<file path="src/rtl/fifo_burst_reader_pkg.sv">
// Shared definitions for the FIFO burst reader.
//   state_t          : reader FSM encoding (2 bits)
//   TAG_W            : number of tag bits carried beside each data beat
//   TAG_SOP, TAG_EOP : tag bit positions, stored as {sop, eop}
package fifo_burst_reader_pkg;

    typedef enum logic [1:0] {
        ST_IDLE  = 2'd0,
        ST_BURST = 2'd1,
        ST_FLUSH = 2'd2,
        ST_DRAIN = 2'd3
    } state_t;

    localparam int TAG_W   = 2;
    localparam int TAG_SOP = 1;
    localparam int TAG_EOP = 0;

endpackage

</file>
<file path="src/rtl/stream_skid_2.sv">
// Two-entry valid/ready FIFO buffer.
// Ports:
//   i_clk, i_rst       clock, async active-high reset
//   i_valid, i_data    write side; the producer only pushes when a slot is free
//   o_valid, o_data    head entry, held stable until popped
//   i_ready            consumer ready; pop = o_valid & i_ready
//   o_occ              number of stored entries (0..2)
module stream_skid_2 #(
    parameter int W = 10
) (
    input  logic         i_clk,
    input  logic         i_rst,
    input  logic         i_valid,
    input  logic [W-1:0] i_data,
    output logic         o_valid,
    output logic [W-1:0] o_data,
    input  logic         i_ready,
    output logic [1:0]   o_occ
);

    logic [W-1:0] r_head;
    logic [W-1:0] r_tail;
    logic [1:0]   r_occ;
    logic         w_pop;

    assign w_pop   = (r_occ != 2'd0) & i_ready;
    assign o_valid = (r_occ != 2'd0);
    assign o_data  = r_head;
    assign o_occ   = r_occ;

    always_ff @(posedge i_clk or posedge i_rst) begin
        if (i_rst) begin
            r_head <= '0;
            r_tail <= '0;
            r_occ  <= 2'd0;
        end else begin
            case ({i_valid, w_pop})
                2'b10: begin
                    // a push into a full buffer is dropped; the reader never issues one
                    if (r_occ == 2'd0) begin
                        r_head <= i_data;
                        r_occ  <= 2'd1;
                    end else if (r_occ == 2'd1) begin
                        r_tail <= i_data;
                        r_occ  <= 2'd2;
                    end
                end
                2'b01: begin
                    r_head <= r_tail;
                    r_occ  <= r_occ - 2'd1;
                end
                2'b11: begin
                    if (r_occ == 2'd1) begin
                        r_head <= i_data;
                    end else begin
                        r_head <= r_tail;
                        r_tail <= i_data;
                    end
                end
                default: ;
            endcase
        end
    end

endmodule

</file>
<file path="src/rtl/fifo_burst_reader.sv">
// Read-side consumer of the async FIFO: converts empty/almost-empty flags into
// fixed-length SOP/EOP bursts on a valid/ready stream, with a timeout flush for
// data stuck below the burst threshold.
// Ports:
//   i_clk, i_rst                       clock, async active-high reset
//   i_fifo_empty, i_fifo_almost_empty  FIFO flags
//   i_fifo_wr_en                       FIFO write; blocks a read in the same cycle
//   i_fifo_rd_data                     FIFO registered read data (valid 1 cycle after accept)
//   o_fifo_rd_en                       FIFO read request
//   o_data, o_valid, i_ready           output stream
//   o_sop, o_eop                       first / last beat of a burst
//   o_busy                             FSM not idle
//
// state    | meaning
// ST_IDLE  | waiting for a full burst or for the timeout to expire
// ST_BURST | issuing BURST_LEN reads, stalls (no EOP) if the FIFO empties
// ST_FLUSH | issuing one sop+eop read for data below the burst threshold
// ST_DRAIN | all reads issued, waiting for the last beat to leave the skid
module fifo_burst_reader
    import fifo_burst_reader_pkg::*;
#(
    parameter int WIDTH     = 8,
    parameter int BURST_LEN = 16,
    parameter int TIMEOUT   = 255
) (
    input  logic             i_clk,
    input  logic             i_rst,
    input  logic             i_fifo_empty,
    input  logic             i_fifo_almost_empty,
    input  logic             i_fifo_wr_en,
    input  logic [WIDTH-1:0] i_fifo_rd_data,
    output logic             o_fifo_rd_en,
    output logic [WIDTH-1:0] o_data,
    output logic             o_valid,
    input  logic             i_ready,
    output logic             o_sop,
    output logic             o_eop,
    output logic             o_busy
);

    localparam int ISS_W = $clog2(BURST_LEN + 1);
    localparam int TMO_W = $clog2(TIMEOUT + 1);
    localparam logic [ISS_W-1:0] ISS_FULL = ISS_W'(BURST_LEN);
    localparam logic [ISS_W-1:0] ISS_LAST = ISS_W'(BURST_LEN - 1);
    localparam logic [TMO_W-1:0] TMO_MAX  = TMO_W'(TIMEOUT);

    state_t                 r_state;
    state_t                 w_state_nxt;
    logic [ISS_W-1:0]       r_issued;
    logic [ISS_W-1:0]       w_issued_nxt;
    logic [TMO_W-1:0]       r_tmo;
    logic [TMO_W-1:0]       w_tmo_nxt;
    logic                   r_inflight;
    logic [TAG_W-1:0]       r_if_tag;
    logic [TAG_W-1:0]       w_tag;
    logic                   w_want;
    logic                   w_room;
    logic                   w_acc;
    logic                   w_pop;
    logic [1:0]             w_occ;
    logic                   w_skid_valid;
    logic [WIDTH+TAG_W-1:0] w_skid_data;

    assign w_pop = w_skid_valid & i_ready;

    // Slots committed after this edge: stored + in flight - leaving. Pop implies
    // occ >= 1, so the subtraction never underflows.
    assign w_room = (({1'b0, w_occ} + {2'b00, r_inflight}) - {2'b00, w_pop}) < 3'd2;

    assign w_want = ((r_state == ST_BURST) && (r_issued < ISS_FULL))
                  | ((r_state == ST_FLUSH) && (r_issued == '0));

    assign o_fifo_rd_en = w_want & ~i_fifo_empty & w_room;
    assign w_acc        = o_fifo_rd_en & ~i_fifo_wr_en;

    assign w_tag[TAG_SOP] = (r_issued == '0);
    assign w_tag[TAG_EOP] = (r_state == ST_FLUSH) | (r_issued == ISS_LAST);

    always_comb begin
        w_state_nxt  = r_state;
        w_issued_nxt = r_issued;
        w_tmo_nxt    = '0;
        case (r_state)
            ST_IDLE: begin
                if (!i_fifo_almost_empty) begin
                    w_state_nxt  = ST_BURST;
                    w_issued_nxt = '0;
                end else if ((r_tmo == TMO_MAX) && !i_fifo_empty) begin
                    w_state_nxt  = ST_FLUSH;
                    w_issued_nxt = '0;
                end else if (!i_fifo_empty) begin
                    // below TMO_MAX here, so the count cannot pass TIMEOUT
                    w_tmo_nxt = r_tmo + TMO_W'(1);
                end
            end
            ST_BURST: begin
                if (w_acc) begin
                    w_issued_nxt = r_issued + ISS_W'(1);
                    if (r_issued == ISS_LAST) begin
                        w_state_nxt = ST_DRAIN;
                    end
                end
            end
            ST_FLUSH: begin
                if (w_acc) begin
                    w_issued_nxt = r_issued + ISS_W'(1);
                    w_state_nxt  = ST_DRAIN;
                end
            end
            ST_DRAIN: begin
                if ((w_occ == 2'd0) && !r_inflight) begin
                    w_state_nxt = ST_IDLE;
                end
            end
            default: w_state_nxt = ST_IDLE;
        endcase
    end

    always_ff @(posedge i_clk or posedge i_rst) begin
        if (i_rst) begin
            r_state    <= ST_IDLE;
            r_issued   <= '0;
            r_tmo      <= '0;
            r_inflight <= 1'b0;
            r_if_tag   <= '0;
        end else begin
            r_state    <= w_state_nxt;
            r_issued   <= w_issued_nxt;
            r_tmo      <= w_tmo_nxt;
            r_inflight <= w_acc;
            if (w_acc) begin
                r_if_tag <= w_tag;
            end
        end
    end

    // The FIFO's read data is valid the cycle after accept; capture it with its tags then.
    stream_skid_2 #(
        .W (WIDTH + TAG_W)
    ) u_skid (
        .i_clk   (i_clk),
        .i_rst   (i_rst),
        .i_valid (r_inflight),
        .i_data  ({r_if_tag, i_fifo_rd_data}),
        .o_valid (w_skid_valid),
        .o_data  (w_skid_data),
        .i_ready (i_ready),
        .o_occ   (w_occ)
    );

    assign o_valid = w_skid_valid;
    assign o_data  = w_skid_data[WIDTH-1:0];
    assign o_sop   = w_skid_valid & w_skid_data[WIDTH+TAG_SOP];
    assign o_eop   = w_skid_valid & w_skid_data[WIDTH+TAG_EOP];
    assign o_busy  = (r_state != ST_IDLE);

endmodule
</file>
<file path="config.mk">
export PLATFORM = sky130hd
export DESIGN_NAME = fifo_burst_reader
export DESIGN_NICKNAME = d
export VERILOG_FILES = /design/src/rtl/fifo_burst_reader_pkg.sv /design/src/rtl/stream_skid_2.sv /design/src/rtl/fifo_burst_reader.sv
export SDC_FILE = /design/constraint.sdc
export NUM_CORES = 1
export LEC_CHECK = 0
export BUFFER_PORTS_ARGS = -buffer_cell sky130_fd_sc_hd__buf_2
export CORE_MARGIN = 10
export CORE_UTILIZATION = 45
export DETAILED_ROUTE_END_ITERATION = 12
export PLACE_DENSITY = 0.65
export SYNTH_ARGS = -nofsm -noshare
export SYNTH_HDL_FRONTEND = slang
export SYNTH_SLANG_ARGS = --single-unit
</file>
<file path="constraint.sdc">
create_clock -name i_clk -period 5.3 [get_ports i_clk]
set_input_delay 0.53 -clock i_clk [delete_from_list [all_inputs] [get_ports i_clk]]
set_output_delay 0.53 -clock i_clk [all_outputs]
set_load 0.02 [all_outputs]
</file>
==> results of run 1 <==
## logic make-up (layout without fill, tap and decap cells)
logic type	after synthesis	in the layout	share of synthesized area
buffers and inverters	31	54	0.0693
XOR/XNOR	8	8	0.0316
adder cells (fa/ha/maj)	13	13	0.0767
AND/OR/NAND/NOR	70	70	0.163
flip-flops	40	40	0.451
multiplexers	13	13	0.0648
AO/OA/AOI/OAI	49	49	0.143
## layout make-up
class	instances	area, µm²	share of cell area
timing repair buffer	28	145	0.0586
clock buffer	5	68.8	0.0278
multi-input combinational	153	1060	0.430
inverter	18	67.6	0.0273
clock inverter	3	46.3	0.0187
tap	67	83.8	0.0338
sequential	40	1000	0.404
## state kept, by name (all words and copies together), names as in the netlist
signal,cells
u_skid.r_tail,10
r_state,2
u_skid.o_data,10
r_issued,5
r_inflight,1
r_tmo,8
u_skid.o_occ,2
r_if_tag,2
## how the worst min path moves through the flow
| stage | start | to | slack, ns |
|---|---|---|---|
| floorplan | u_skid.o_data[8] | u_skid.o_data[8] | 0.44 |
| global placement | u_skid.o_data[0] | u_skid.o_data[0] | 0.46 |
| detailed placement | u_skid.o_data[2] | u_skid.o_data[2] | 0.46 |
| CTS | i_rst | u_skid.o_data[7] | 0.36 |
| global route | i_rst | u_skid.o_data[4] | 0.39 |
| finish | i_rst | u_skid.o_data[7] | 0.34 |
## routing by layer
metal | routed length (µm) | part of all wire | global-route usage
met5 | 0 | 0 | 0
met4 | 57 | 0.013 | 0.0358
met3 | 228 | 0.053 | 0.0416
met2 | 1890 | 0.44 | 0.162
met1 | 2100 | 0.49 | 0.145
## per-stage QoR
| step | setup slack, ns | total power [mW] | hold slack (ns) | util |
|---|---|---|---|---|
| global placement | 2.22 | 0.984 | 0.456 | 0.497 |
| finish | 2.08 | 1.23 | 0.343 | 0.521 |
| CTS | 2.03 | 1.25 | 0.361 | 0.521 |
| floorplan | 2.33 | 0.891 | 0.442 | - |
| global route | 1.79 | 1.35 | 0.387 | 0.521 |
| detailed placement | 2.11 | 0.993 | 0.465 | 0.497 |
## cell usage in the layout (no fill, tap or decap), types with 2 or more instances in the layout
| cell | count |
|---|---|
| a21oi_1 | 4 |
| a22oi_1 | 12 |
| and3_1 | 3 |
| buf_2 | 26 |
| buf_4 | 2 |
| clkbuf_8 | 5 |
| dfrtp_1 | 40 |
| ha_1 | 12 |
| inv_1 | 18 |
| mux2_2 | 11 |
| mux2i_1 | 2 |
| nand2_1 | 21 |
| nand2b_1 | 3 |
| nand3_1 | 7 |
| nand4_1 | 2 |
| nor2_1 | 17 |
| nor2b_1 | 2 |
| nor3_1 | 2 |
| o211ai_1 | 4 |
| o21ai_0 | 20 |
| o22a_1 | 2 |
| or3_1 | 2 |
| xnor2_1 | 2 |
| xor2_1 | 6 |
## power breakdown
part / switching [mW] / total (mW) / internal [mW]
Sequential: 0.0606 / 0.451 / 0.391
Combinational: 0.312 / 0.529 / 0.217
Clock: 0.112 / 0.253 / 0.142
## tightest hold or removal path, stage by stage
cell and delay, ns:
buf_2 0.09, inv_1 0.04, buf_4 0.42
## synthesized netlist by cell type, types with 4 or more instances
cell	count	area, µm²
a21oi_1	4	20.0
inv_1	18	67.6
nand3_1	7	35.0
o21ai_0	20	100
o211ai_1	4	30.0
ha_1	12	150
dfrtp_1	40	1000
nor2_1	17	63.8
nand2_1	21	78.8
a22oi_1	12	90.1
buf_4	9	67.6
mux2_2	11	124
xor2_1	6	52.6
==> run_results.csv, run 1 <==
group,metric,value,unit
run_status,status,"complete, no violations",
routing,wl,4270,µm
timing,slew_violations,0,
placed_design,gp_congestion,0.827,
hold_path,hold_path.class,"input pin to asynchronous set/reset pin",
synth,ys_seq_area_frac,0.451,
synth,synthArstFlopShare,1.00,
critical_path,path_class,"flip-flop to primary output",
timing,setup_viol,0,
critical_path,cp_slowest_stage_delay,0.44,ns
routing,via_per_inst,5.13,
floorplan,initial_utilization,0.467,
critical_path,r2r-start,"u_skid.o_occ[0]",
synth,synth.ff_latch_count,40,
global_route,grt_overflow,0,
critical_path,cpLargestDelayFamily,"adder cells",
synth,synth_cell_type_count,44,
clock_tree,cts_hold_buf,0,
placed_design,portBuffers,26,
critical_path,cp.required,4.77,ns
critical_path,end_kind,"primary output",
floorplan,die_y,90.2,µm
pwr,peakVddDrop,0.000261,V
synth,synth.avg_cell_area,9.91,µm²
final_layout,num_antenna_cells,0,
critical_path,reg2regPathDepth,12,
clock_tree,clock-sinks,40,
global_route,antenna_found_initial,0,
placed_design,dp_hpwl,3080,µm
global_route,grt_max_degree,41,
critical_path,r2r_end,"r_issued[3]",
critical_path,r2r_slack,2.12,ns
clock_tree,htreeDepth,2,
critical_path,cp.depth,11,
routing,wl_per_cell,13.6,µm
final_layout,layout.cells.non_filler,314,
clock_tree,cts-root-buf,"clkbuf_8",
clock_tree,clk_path_buf_depth,2,
floorplan,core-area,4750,µm²
synth,ys_warn_count,0,
critical_path,cpMostUsedCell,"inv_1",
clock_tree,path_clk_slew,0.08,ns
placed_design,dpl.cell_count,306,
timing,tightest_slew,0.561,ns
floorplan,dieArea,8140,µm²
clock_tree,cts_tree,"built",
floorplan,die_x,90.2,µm
timing,period_needed,3.22,ns
final_layout,finalNetCount,273,
pwr,leakagePower,1.18,nW
timing,setup_tns,0,ns
routing,drtPass1Iterations,4,
flow_run,drv.max_cap_violation_count,0,
clock_tree,postCtsSetupRepairBufs,0,
routing,ant_nets,0,
global_route,grt_pass1_vias,1594,
final_layout,syn2layout_area_growth,11.6,%
synth,syn_area,2220,µm²
placed_design,placed_cell_area,2360,µm²
global_route,grt_pass1_wl,7550,µm
critical_path,worstPathArrival,2.69,ns
synth,synth_edf_count,0,
synth,synth_flop_cell,"dfrtp_1",
timing,finalCritPeriodShare,0.608,
routing,first_iter_violations,112,
timing,hold_viol,0,
synth,syn-num-nets,251,
timing,rsz0062_at_grt,"no",
timing,clock_skew,0.00697,ns
final_layout,drive_gt1_frac,0.215,
final_layout,fillers,457,
clock_tree,clk_latency,0.29,ns
timing,timing.fmax,0.310,GHz
critical_path,cp.buffers_inverters,4,
pwr,power.density,498,nW/µm²
critical_path,cp_slowest_cell,"dfrtp_1",
clock_tree,cts_buffers,5,
timing,slew_headroom,0.626,
critical_path,crit_chain,"inv_1, ha_1, inv_1, nand2_1, inv_1, nor2_1, o21ai_0, fa_1, xor2_1, nor3_1, buf_2",
global_route,grt_usage,0.110,
clock_tree,cts_resized,0,
routing,drc_errors,0,
synth,postSynthCellCount,224,
routing,vias,1610,
floorplan,ios,27,
critical_path,endpoint,"o_fifo_rd_en",
floorplan,rows,25,
final_layout,stdcell_area,2480,µm²
critical_path,startpoint,"u_skid.o_occ[0]",
critical_path,cp_max_fo,9,
critical_path,crit_path_start_kind,"flip-flop",
(Power assumes the default switching activity.)
==> inputs of run 2 (changes only) <==
ABC_AREA = 1   (was default)
PLACE_DENSITY = 0.67   (was 0.65)
clock period = 2.61 ns   (was 5.3 ns; I/O delays follow)
==> run 2 against run 1 <==
Against the previous run: final area up 13%; combinational power rose to 3.1 times the previous value; global-route usage up 1.9 points; largest power group unchanged; highest routed layer unchanged; cell count up 35%.
==> run_results.csv, run 2 <==
group,metric,value,unit
synth,synthArstFlopShare,1.00,
critical_path,path_class,"flip-flop to primary output",
synth,ys_seq_area_frac,0.401,
routing,first_iter_violations,107,
routing,ant_nets,0,
synth,yosysTopAreaCell,"dfrtp_1",
floorplan,die_y,94.5,µm
hold_path,hold_path.class,"input pin to asynchronous set/reset pin",
global_route,grt_overflow,0,
global_route,antenna_found_initial,0,
synth,ys_top_cells_by_area,"dfrtp_1, nand2_1, inv_1",
timing,tightest_slew,0.837,ns
flow_run,drv.max_cap_violation_count,0,
floorplan,initial_utilization,0.459,
placed_design,dp_hpwl,3700,µm
routing,wl_per_cell,12.8,µm
placed_design,dpl.cell_count,412,
timing,slew_headroom,0.442,
placed_design,gp_congestion,0.819,
clock_tree,cts-root-buf,"clkbuf_8",
synth,synth.ff_latch_count,40,
clock_tree,htreeDepth,2,
floorplan,rows,27,
clock_tree,path_clk_slew,0.08,ns
synth,postSynthCellCount,324,
clock_tree,clk_latency,0.29,ns
synth,ys_warn_count,0,
final_layout,drive_gt1_frac,0.182,
timing,slew_violations,0,
critical_path,worstPathArrival,2.27,ns
timing,period_needed,2.53,ns
final_layout,layout.cells.non_filler,423,
pwr,total_power,3.14,mW
pwr,peakVddDrop,0.000680,V
timing,rsz0062_at_grt,"yes",
final_layout,final_common_cell,"nand2_1",
floorplan,die_x,94.5,µm
placed_design,portBuffers,26,
pwr,leakagePower,1.42,nW
routing,wl,5440,µm
synth,syn-num-nets,351,
synth,synthTopCellsByCount,"nand2_1, inv_1, dfrtp_1",
final_layout,finalNetCount,377,
clock_tree,cts_buffers,5,
timing,hold_viol,0,
final_layout,syn2layout_area_growth,12.5,%
synth,synth_flop_cell,"dfrtp_1",
routing,vias,2116,
timing,setup_tns,0,ns
clock_tree,cts_tree,"built",
timing,timing.fmax,0.396,GHz
routing,via_per_inst,5.00,
final_layout,most-common-layout-cells,"nand2_1, inv_1, dfrtp_1, buf_2, nor2_1",
synth,synth.top_cell.area_share,0.401,
routing,drc_errors,0,
synth,synth.avg_cell_area,7.70,µm²
critical_path,crit_path_start_kind,"flip-flop",
critical_path,cp_slowest_cell,"fa_1",
floorplan,ios,27,
pwr,power.density,1120,nW/µm²
synth,syn_area,2490,µm²
global_route,grt_pass1_wl,9500,µm
timing,setup_viol,0,
synth,synth_cell_type_count,34,
timing,clock_skew,0.00220,ns
critical_path,cp.required,2.35,ns
critical_path,cp_max_fo,4,
clock_tree,clk_path_buf_depth,2,
synth,synth_most_common_cell,"nand2_1",
synth,synth_edf_count,0,
global_route,grt_pass1_vias,2127,
critical_path,crit_chain,"inv_2, ha_4, inv_2, nand2_2, nor2_2, buf_4, fa_1, inv_1, nor2_1, nand2_1, nor2_2, nand2_1, inv_1, buf_4",
final_layout,num_antenna_cells,0,
critical_path,end_kind,"primary output",
timing,finalCritPeriodShare,0.968,
global_route,grt_max_degree,41,
global_route,grt_usage,0.129,
floorplan,dieArea,8920,µm²
routing,drtPass1Iterations,4,
clock_tree,cts_hold_buf,0,
critical_path,cp_slowest_stage_delay,0.49,ns
clock_tree,clock-sinks,40,
floorplan,core-area,5440,µm²
run_status,status,"complete, no violations",
## run 2: path summary, 6_finish.rpt
path / startpoint / cells past startpoint / endpoint / slack (ns)
min in group i_clk: i_fifo_empty / 2 / r_tmo[6] / 0.16
worst min register to register: r_tmo[0] / 1 / r_tmo[0] / 0.46
worst max register to register: u_skid.o_occ[0] / 16 / r_issued[2] / 0.27
max in group asynchronous: i_rst / 3 / u_skid.o_data[5] / 2.17
worst min-delay path: i_rst / 3 / r_tmo[5] / 0.08
worst max-delay path: u_skid.o_occ[0] / 14 / o_fifo_rd_en / 0.08
## run 2: logic make-up (layout without fill, tap and decap cells)
family                     after synthesis  count (layout)  synth area share
and+or+nand+nor                        131             131             0.226
DFF                                     40              40             0.401
buffers and inverters                   71              98             0.130
adders and majority gates               13              13            0.0682
AOI/OAI and AO/OA                       64              64             0.156
xor gates and xnor gates                 5               5            0.0176
## run 2: area by class of cell
cell class	count	area [µm²]
Multi-Input combinational cell	213	1190
Fill cell	539	2630
Timing Repair Buffer	36	208
Sequential cell	40	1000
Tap cell	72	90.1
Inverter	54	203
Clock buffer	5	68.8
Clock inverter	3	42.5
## run 2: worst max-delay path, delay by kind of cell, from the launching register on
| kind | cells | cell delay (ns) |
|---|---|---|
| adders and majority gates | 2 | 0.66 |
| buffers and inverters | 6 | 0.52 |
| and+or+nand+nor | 6 | 0.40 |
| DFF | 1 | 0.39 |
## run 2: power breakdown
group | switching [mW] | internal (mW) | total [mW] | leakage [nW]
registers | 0.130 | 0.843 | 0.973 | 0.499
clock network | 0.221 | 0.283 | 0.504 | 0.0541
logic | 1.06 | 0.606 | 1.66 | 0.869
total | 1.41 | 1.73 | 3.14 | 1.42
## run 2: through the flow
| step | setup WS (ns) | hold slack [ns] | cell area [µm²] | util |
|---|---|---|---|---|
| 6_report | 0.0831 | 0.0846 | 2810 | 0.516 |
| 3_3_place_gp | 0.0800 | 0.419 | 2650 | 0.486 |
| 5_1_grt | -0.0897 | 0.126 | 2810 | 0.516 |
| 3_5_place_dp | -0.00238 | 0.427 | 2650 | 0.486 |
| 2_1_floorplan | 0.0454 | 0.334 | 2490 | - |
| 4_1_cts | 0.0179 | 0.0999 | 2800 | 0.514 |
## run 2: per-layer routing
| metal | vias to the layer above | GRT usage | share of wire |
|---|---|---|---|
| met5 | - | 0 | 0 |
| met4 | 0 | 0.0411 | 0.012 |
| met3 | 7 | 0.0293 | 0.044 |
| met2 | 33 | 0.229 | 0.50 |
| met1 | 983 | 0.150 | 0.45 |
| li1 | 1093 | - | - |
## run 2: timing repair
item / 4_1_cts / 5_1_grt
buffers inserted: 3 / 0
pin swaps: 2 / 2
endpoints found under the setup margin: 3 / 9
gates resized for setup: 5 / 5
